--- src/rtl/round_sequencer.sv ---
// round_sequencer
//   Turn controller for the score/coin ALU. Synchronises and edge-detects the
//   player's start/more inputs, captures switch/button operands on each more
//   press and issues them to the ALU over a valid/ready handshake. Counts
//   rounds and flags bust/done for the display path.
//
//   Optional feature macro: ROUND_TIMEOUT_EN
//     defined   -> ISSUE gives up after TIMEOUT cycles without alu_ready and
//                  parks in ERR until the next start.
//     undefined -> ISSUE waits indefinitely; err_o is tied to 0.
//
// Ports
//   clk_i        system clock
//   rst_ni       asynchronous active-low reset
//   start_i      async level: start or restart a game
//   more_i       async level: request the next operation
//   switch_i     [5:0] operand A source
//   button_i     [5:0] operand B source
//   pt_sum_i     [7:0] ALU point total, two BCD digits
//   alu_ready_i  ALU accepts operands this cycle
//   alu_a_o      [5:0] registered operand A
//   alu_b_o      [5:0] registered operand B
//   alu_valid_o  operands valid, held until alu_ready_i
//   alu_clr_o    one-cycle pulse clearing the ALU sums
//   round_cnt_o  [3:0] rounds completed in the current game
//   busy_o       high in ISSUE or CHECK
//   game_over_o  high in BUST or DONE
//   bust_o       high in BUST
//   err_o        high in ERR
module round_sequencer #(
  parameter int         SYNC_STAGES = 2,
  parameter int         MAX_ROUNDS  = 8,
  parameter logic [7:0] LIMIT       = 8'h21
`ifdef ROUND_TIMEOUT_EN
  , parameter int       TIMEOUT     = 15
`endif
) (
  input  logic       clk_i,
  input  logic       rst_ni,
  input  logic       start_i,
  input  logic       more_i,
  input  logic [5:0] switch_i,
  input  logic [5:0] button_i,
  input  logic [7:0] pt_sum_i,
  input  logic       alu_ready_i,
  output logic [5:0] alu_a_o,
  output logic [5:0] alu_b_o,
  output logic       alu_valid_o,
  output logic       alu_clr_o,
  output logic [3:0] round_cnt_o,
  output logic       busy_o,
  output logic       game_over_o,
  output logic       bust_o,
  output logic       err_o
);

  typedef enum logic [2:0] {
    S_IDLE, S_WAIT, S_ISSUE, S_CHECK, S_BUST, S_DONE, S_ERR
  } state_e;

  localparam logic [3:0] MAX_R = 4'(MAX_ROUNDS);

  // Input synchronisers followed by a rising-edge detector on the last stage.
  logic [SYNC_STAGES-1:0] start_sync_q, more_sync_q;
  logic                   start_prev_q, more_prev_q;
  logic                   start_p, more_p;

  always_ff @(posedge clk_i or negedge rst_ni) begin
    if (!rst_ni) begin
      start_sync_q <= '0;
      more_sync_q  <= '0;
      start_prev_q <= 1'b0;
      more_prev_q  <= 1'b0;
    end else begin
      start_sync_q <= {start_sync_q[SYNC_STAGES-2:0], start_i};
      more_sync_q  <= {more_sync_q[SYNC_STAGES-2:0], more_i};
      start_prev_q <= start_sync_q[SYNC_STAGES-1];
      more_prev_q  <= more_sync_q[SYNC_STAGES-1];
    end
  end

  assign start_p = start_sync_q[SYNC_STAGES-1] & ~start_prev_q;
  assign more_p  = more_sync_q[SYNC_STAGES-1] & ~more_prev_q;

  // Digit-wise BCD compare; equal to LIMIT is not a bust.
  logic over_limit;
  assign over_limit = (pt_sum_i[7:4] > LIMIT[7:4]) ||
                      ((pt_sum_i[7:4] == LIMIT[7:4]) && (pt_sum_i[3:0] > LIMIT[3:0]));

  state_e     state_q, state_d;
  logic [3:0] cnt_q, cnt_d;
  logic [5:0] a_q, a_d, b_q, b_d;
  logic       clr_q, clr_d;
`ifdef ROUND_TIMEOUT_EN
  localparam logic [3:0] TMO = 4'(TIMEOUT);
  logic [3:0] tmo_q, tmo_d;
`endif

  always_ff @(posedge clk_i or negedge rst_ni) begin
    if (!rst_ni) begin
      state_q <= S_IDLE;
      cnt_q   <= '0;
      a_q     <= '0;
      b_q     <= '0;
      clr_q   <= 1'b0;
`ifdef ROUND_TIMEOUT_EN
      tmo_q   <= '0;
`endif
    end else begin
      state_q <= state_d;
      cnt_q   <= cnt_d;
      a_q     <= a_d;
      b_q     <= b_d;
      clr_q   <= clr_d;
`ifdef ROUND_TIMEOUT_EN
      tmo_q   <= tmo_d;
`endif
    end
  end

  always_comb begin
    state_d = state_q;
    cnt_d   = cnt_q;
    a_d     = a_q;
    b_d     = b_q;
    clr_d   = 1'b0;
`ifdef ROUND_TIMEOUT_EN
    tmo_d   = tmo_q;
`endif
    // start wins in every state: it (re)starts or aborts the game, and any
    // coincident more press is dropped.
    if (start_p) begin
      clr_d   = 1'b1;
      cnt_d   = '0;
      state_d = S_WAIT;
    end else begin
      unique case (state_q)
        S_WAIT: if (more_p) begin
          a_d     = switch_i;
          b_d     = button_i;
          state_d = S_ISSUE;
`ifdef ROUND_TIMEOUT_EN
          tmo_d   = '0;
`endif
        end
        S_ISSUE: begin
          if (alu_ready_i) begin
            state_d = S_CHECK;
          end
`ifdef ROUND_TIMEOUT_EN
          else begin
            tmo_d = tmo_q + 4'd1;
            if (tmo_d == TMO) state_d = S_ERR;
          end
`endif
        end
        S_CHECK: begin
          cnt_d = cnt_q + 4'd1;
          if (over_limit)          state_d = S_BUST;
          else if (cnt_d == MAX_R) state_d = S_DONE;
          else                     state_d = S_WAIT;
        end
        S_IDLE, S_BUST, S_DONE, S_ERR: ;
        default: state_d = S_IDLE;
      endcase
    end
  end

  assign alu_a_o     = a_q;
  assign alu_b_o     = b_q;
  // Decoded from the state flop so reset removes valid asynchronously.
  assign alu_valid_o = (state_q == S_ISSUE);
  assign alu_clr_o   = clr_q;
  assign round_cnt_o = cnt_q;
  assign busy_o      = (state_q == S_ISSUE) || (state_q == S_CHECK);
  assign game_over_o = (state_q == S_BUST) || (state_q == S_DONE);
  assign bust_o      = (state_q == S_BUST);
`ifdef ROUND_TIMEOUT_EN
  assign err_o       = (state_q == S_ERR);
`else
  assign err_o       = 1'b0;
`endif

endmodule
--- config.mk ---
export PLATFORM = sky130hd
export DESIGN_NAME = round_sequencer
export DESIGN_NICKNAME = d
export VERILOG_FILES = /design/src/rtl/round_sequencer.sv
export SDC_FILE = /design/constraint.sdc
export NUM_CORES = 1
export LEC_CHECK = 0
export ABC_AREA = 1
export CORE_MARGIN = 2
export CORE_UTILIZATION = 35
export CTS_BUF_LIST = sky130_fd_sc_hd__clkbuf_8 sky130_fd_sc_hd__clkbuf_16
export CTS_CLUSTER_DIAMETER = 120
export DETAILED_ROUTE_END_ITERATION = 7
export HOLD_SLACK_MARGIN = 0.05
export PLACE_DENSITY = 0.76
export SETUP_SLACK_MARGIN = 0.05
export SKIP_LAST_GASP = 1
export SYNTH_ARGS = -nofsm -noshare
export SYNTH_HDL_FRONTEND = slang
export SYNTH_SLANG_ARGS = --single-unit
--- constraint.sdc ---
create_clock -name clk_i -period 1.04 [get_ports clk_i]
set_input_delay 0.208 -clock clk_i [delete_from_list [all_inputs] [get_ports clk_i]]
set_output_delay 0.208 -clock clk_i [all_outputs]
set_load 0.05 [all_outputs]
==> flow_metrics.py <==
metrics = {
    "finish": {
        "area_growth_pct": 106,
        "insertedDiodeCount": 0,
        "drive_gt1_share_pct": 55.3,
        "final_nets": 246,
        "num-fill-cells": 234,
    },
    "power": {
        "power_frac_comb_pct": 67.5,
        "internal-power_w": 0.00467,
        "seqPwrFrac_pct": 22.1,
        "power.switching_w": 0.00337,
        "cellLeakagePower_nw": 1.19,
        "power.share.clock_pct": 10.5,
        "power_density_nw_per_um2": 3170,
        "swShare_pct": 41.9,
        "vdd_drop_max_mv": 1.90,
    },
    "placement": {
        "hpwl_um": 2190,
        "dp_slack_ns": -0.237,
        "portBuffers": 44,
        "gp_congestion": 0.757,
    },
    "drt": {
        "wl_um": 3580,
        "vias": 1206,
        "drc": 0,
        "via_per_inst": 4.55,
        "drt-initial-drc-count": 31,
        "drtPass1Iterations": 4,
        "drtAntennaViolNets": 0,
        "post_drt_wl_per_cell_um": 13.5,
    },
    "clocking": {
        "numCtsBuffers": 3,
        "postCtsHoldBufs": 0,
        "clk_pin_slew_worst_paths_ns": 0.09,
        "clockBufferDepth": 2,
        "cts-root-buf": "clkbuf_8",
        "htreeDepth": 1,
        "clock_latency_ns": 0.27,
        "cts_tree": "yes",
        "cts.sinks": 26,
    },
    "yosys": {
        "ys_seq_area_share_pct": 52.7,
        "avgSynthCellArea_um2": 9.36,
        "syn_inst": 132,
        "syn_nets": 158,
        "yosys_warnings": 0,
        "synth-seq-cells": 26,
        "syn_area_um2": 1230,
        "synth_cell_types": 23,
    },
    "worst_setup_path": {
        "critPathKind": "reg2out",
        "crit_fanout": 4,
        "critPathArrivalTime_ns": 1.18,
        "crit_required_ns": 0.83,
        "critPathCaptureType": "output port",
        "cp-start-kind": "flip-flop",
    },
    "floorplan": {
        "die_h_um": 63.4,
        "rows": 21,
        "io_pins": 47,
        "core-area_um2": 3360,
        "start_util_pct": 36.7,
        "die-area_um2": 4020,
        "die_w_um": 63.4,
    },
    "grt": {
        "grt_pass1_vias": 1272,
        "grt.total_usage_pct": 17.2,
        "grt_pass1_wl_um": 5510,
        "antenna_found_initial": 0,
        "grt_start_max_net_pins": 27,
        "overflow": 0,
    },
    "flow_run": {
        "drv_cap": 0,
    },
    "sta": {
        "finalMaxSlewViolations": 0,
        "period_needed_ns": 1.39,
        "rsz0062_at_grt": "true",
        "hold_violations": 0,
        "clock.fmax_mhz": 721,
        "fin_ws_ns": -0.348,
        "fin_crit_sh_pct": 133,
        "final.setup_skew_ns": 0.00411,
        "fin_worst_hold_slack_ns": 0.285,
        "setup-violations-final": 40,
    },
    "run_status": {
        "status": "finished, violations left",
        "violations": "negative setup slack",
    },
    "hold_path": {
        "hold_path.class": "in2async",
    },
}
==> power by group through the flow <==
stage / Combinational (W) / Clock (W) / Sequential (W)
CTS: 0.00500 / 0.000854 / 0.00174
finish: 0.00542 / 0.000840 / 0.00177
global route: 0.00568 / 0.000907 / 0.00182
floorplan: 0.00123 / 0 / 0.00267
detailed placement: 0.00429 / 0 / 0.00180
global placement: 0.00420 / 0 / 0.00178
==> stage by stage <==
stage	std cells	total power, W	utilization (%)	TNS (ns)	area [um^2]
after floorplan	132	0.00391	-	-2.48	1290
after global placement	233	0.00598	62.8	-1.88	2110
after detailed placement	233	0.00610	62.8	-2.44	2110
after CTS	256	0.00760	71.0	-6.25	2390
after global routing	265	0.00841	75.5	-8.78	2540
final	265	0.00804	75.5	-6.82	2540
==> final cells by class <==
class	instances	area, um^2	area share [%]
multi-input cells	79	582	22.9
well taps	46	57.6	2.27
flip-flops and latches	26	657	25.9
repair buffers	86	1070	42.2
clock buffers	3	41.3	1.63
clock inverters	1	30.0	1.18
inverters	24	98.8	3.89
==> sequential cells by signal, indices dropped and copies added (netlist names) <==
name          flops
start_prev_q      1
start_sync_q      2
more_sync_q       2
alu_clr_o         1
alu_b_o           6
more_prev_q       1
round_cnt_o       4
state_q           3
alu_a_o           6
==> cells in the final DEF (no fill, tap or decap), drive strengths merged <==
master	n
dfrtp	26
nand3	10
nand2	31
a21boi	1
clkbuf	5
xnor2	1
o31ai	1
nor2	14
bufinv	1
buf	61
ha	1
clkdlybuf4s50	23
o21ai	15
a21oi	3
clkinvlp	1
nand4	1
conb	1
inv	23
==> synth_stat cells <==
cell type	n	share of area, %
nand2_1	29	8.8
o21ai_2	12	8.5
dfrtp_1	26	53
nand4_1	1	0.51
inv_1	20	6.1
xnor2_1	1	0.71
conb_1	1	0.30
o31ai_2	1	1.0
a21oi_1	2	0.81
o21ai_1	2	0.81
buf_4	1	0.61
nand2_4	2	1.8
nand3_1	9	3.6
o21ai_0	1	0.40
inv_2	4	1.2
nor2_4	3	2.7
nor2_2	2	1.0
a21oi_2	1	0.71
nand3_4	1	1.4
buf_6	2	1.8
ha_1	1	1.0
a21boi_0	1	0.61
nor2_1	9	2.7
==> worst max-delay path, cell delays in order (launching register included) <==
cell	delay, ns
dfrtp_2	0.47
nor2_4	0.14
inv_2	0.06
nor2_4	0.09
buf_12	0.14
==> final timing paths <==
path                                                from                       end  slack, ns  depth (start not counted)
worst max-delay path              state_q[1]$_DFFE_PN0P_                    bust_o      -0.35                          4
worst min-delay path                              rst_ni       alu_clr_o$_DFF_PN0_       0.28                          2
worst max register to register    state_q[1]$_DFFE_PN0P_    alu_b_o[4]$_DFFE_PN0P_      -0.31                          6
worst min register to register  more_sync_q[0]$_DFF_PN0_  more_sync_q[1]$_DFF_PN0_       0.36                          0
max in group asynchronous                         rst_ni    state_q[0]$_DFFE_PN0P_       0.59                          2
min in group clk_i              more_sync_q[0]$_DFF_PN0_  more_sync_q[1]$_DFF_PN0_       0.36                          0
==> kinds of logic after synthesis <==
kind of cell    Yosys count  synth area share (%)
simple gates             56                  22.7
buf+inv                  27                  9.73
flops                    26                  52.7
compound gates           20                  12.9
xor+xnor                  1                 0.709
fa+ha+maj                 1                  1.01
other cells               1                 0.304
==> routing by layer <==
metal	vias to the layer above	track usage, %	routed length, um
li1	583	-	-
met1	571	18.0	1260
met2	48	31.8	2060
met3	4	5.18	223
met4	0	6.79	33
met5	-	0	0
==> timing repair <==
action | 4_1_cts | 5_1_grt
setup endpoints to repair | 40 | 40
cloned | 0 | 3
setup buffers | 19 | 7
pin swaps | 2 | 13
gates resized for setup | 13 | 11
(Power assumes the default switching activity.)
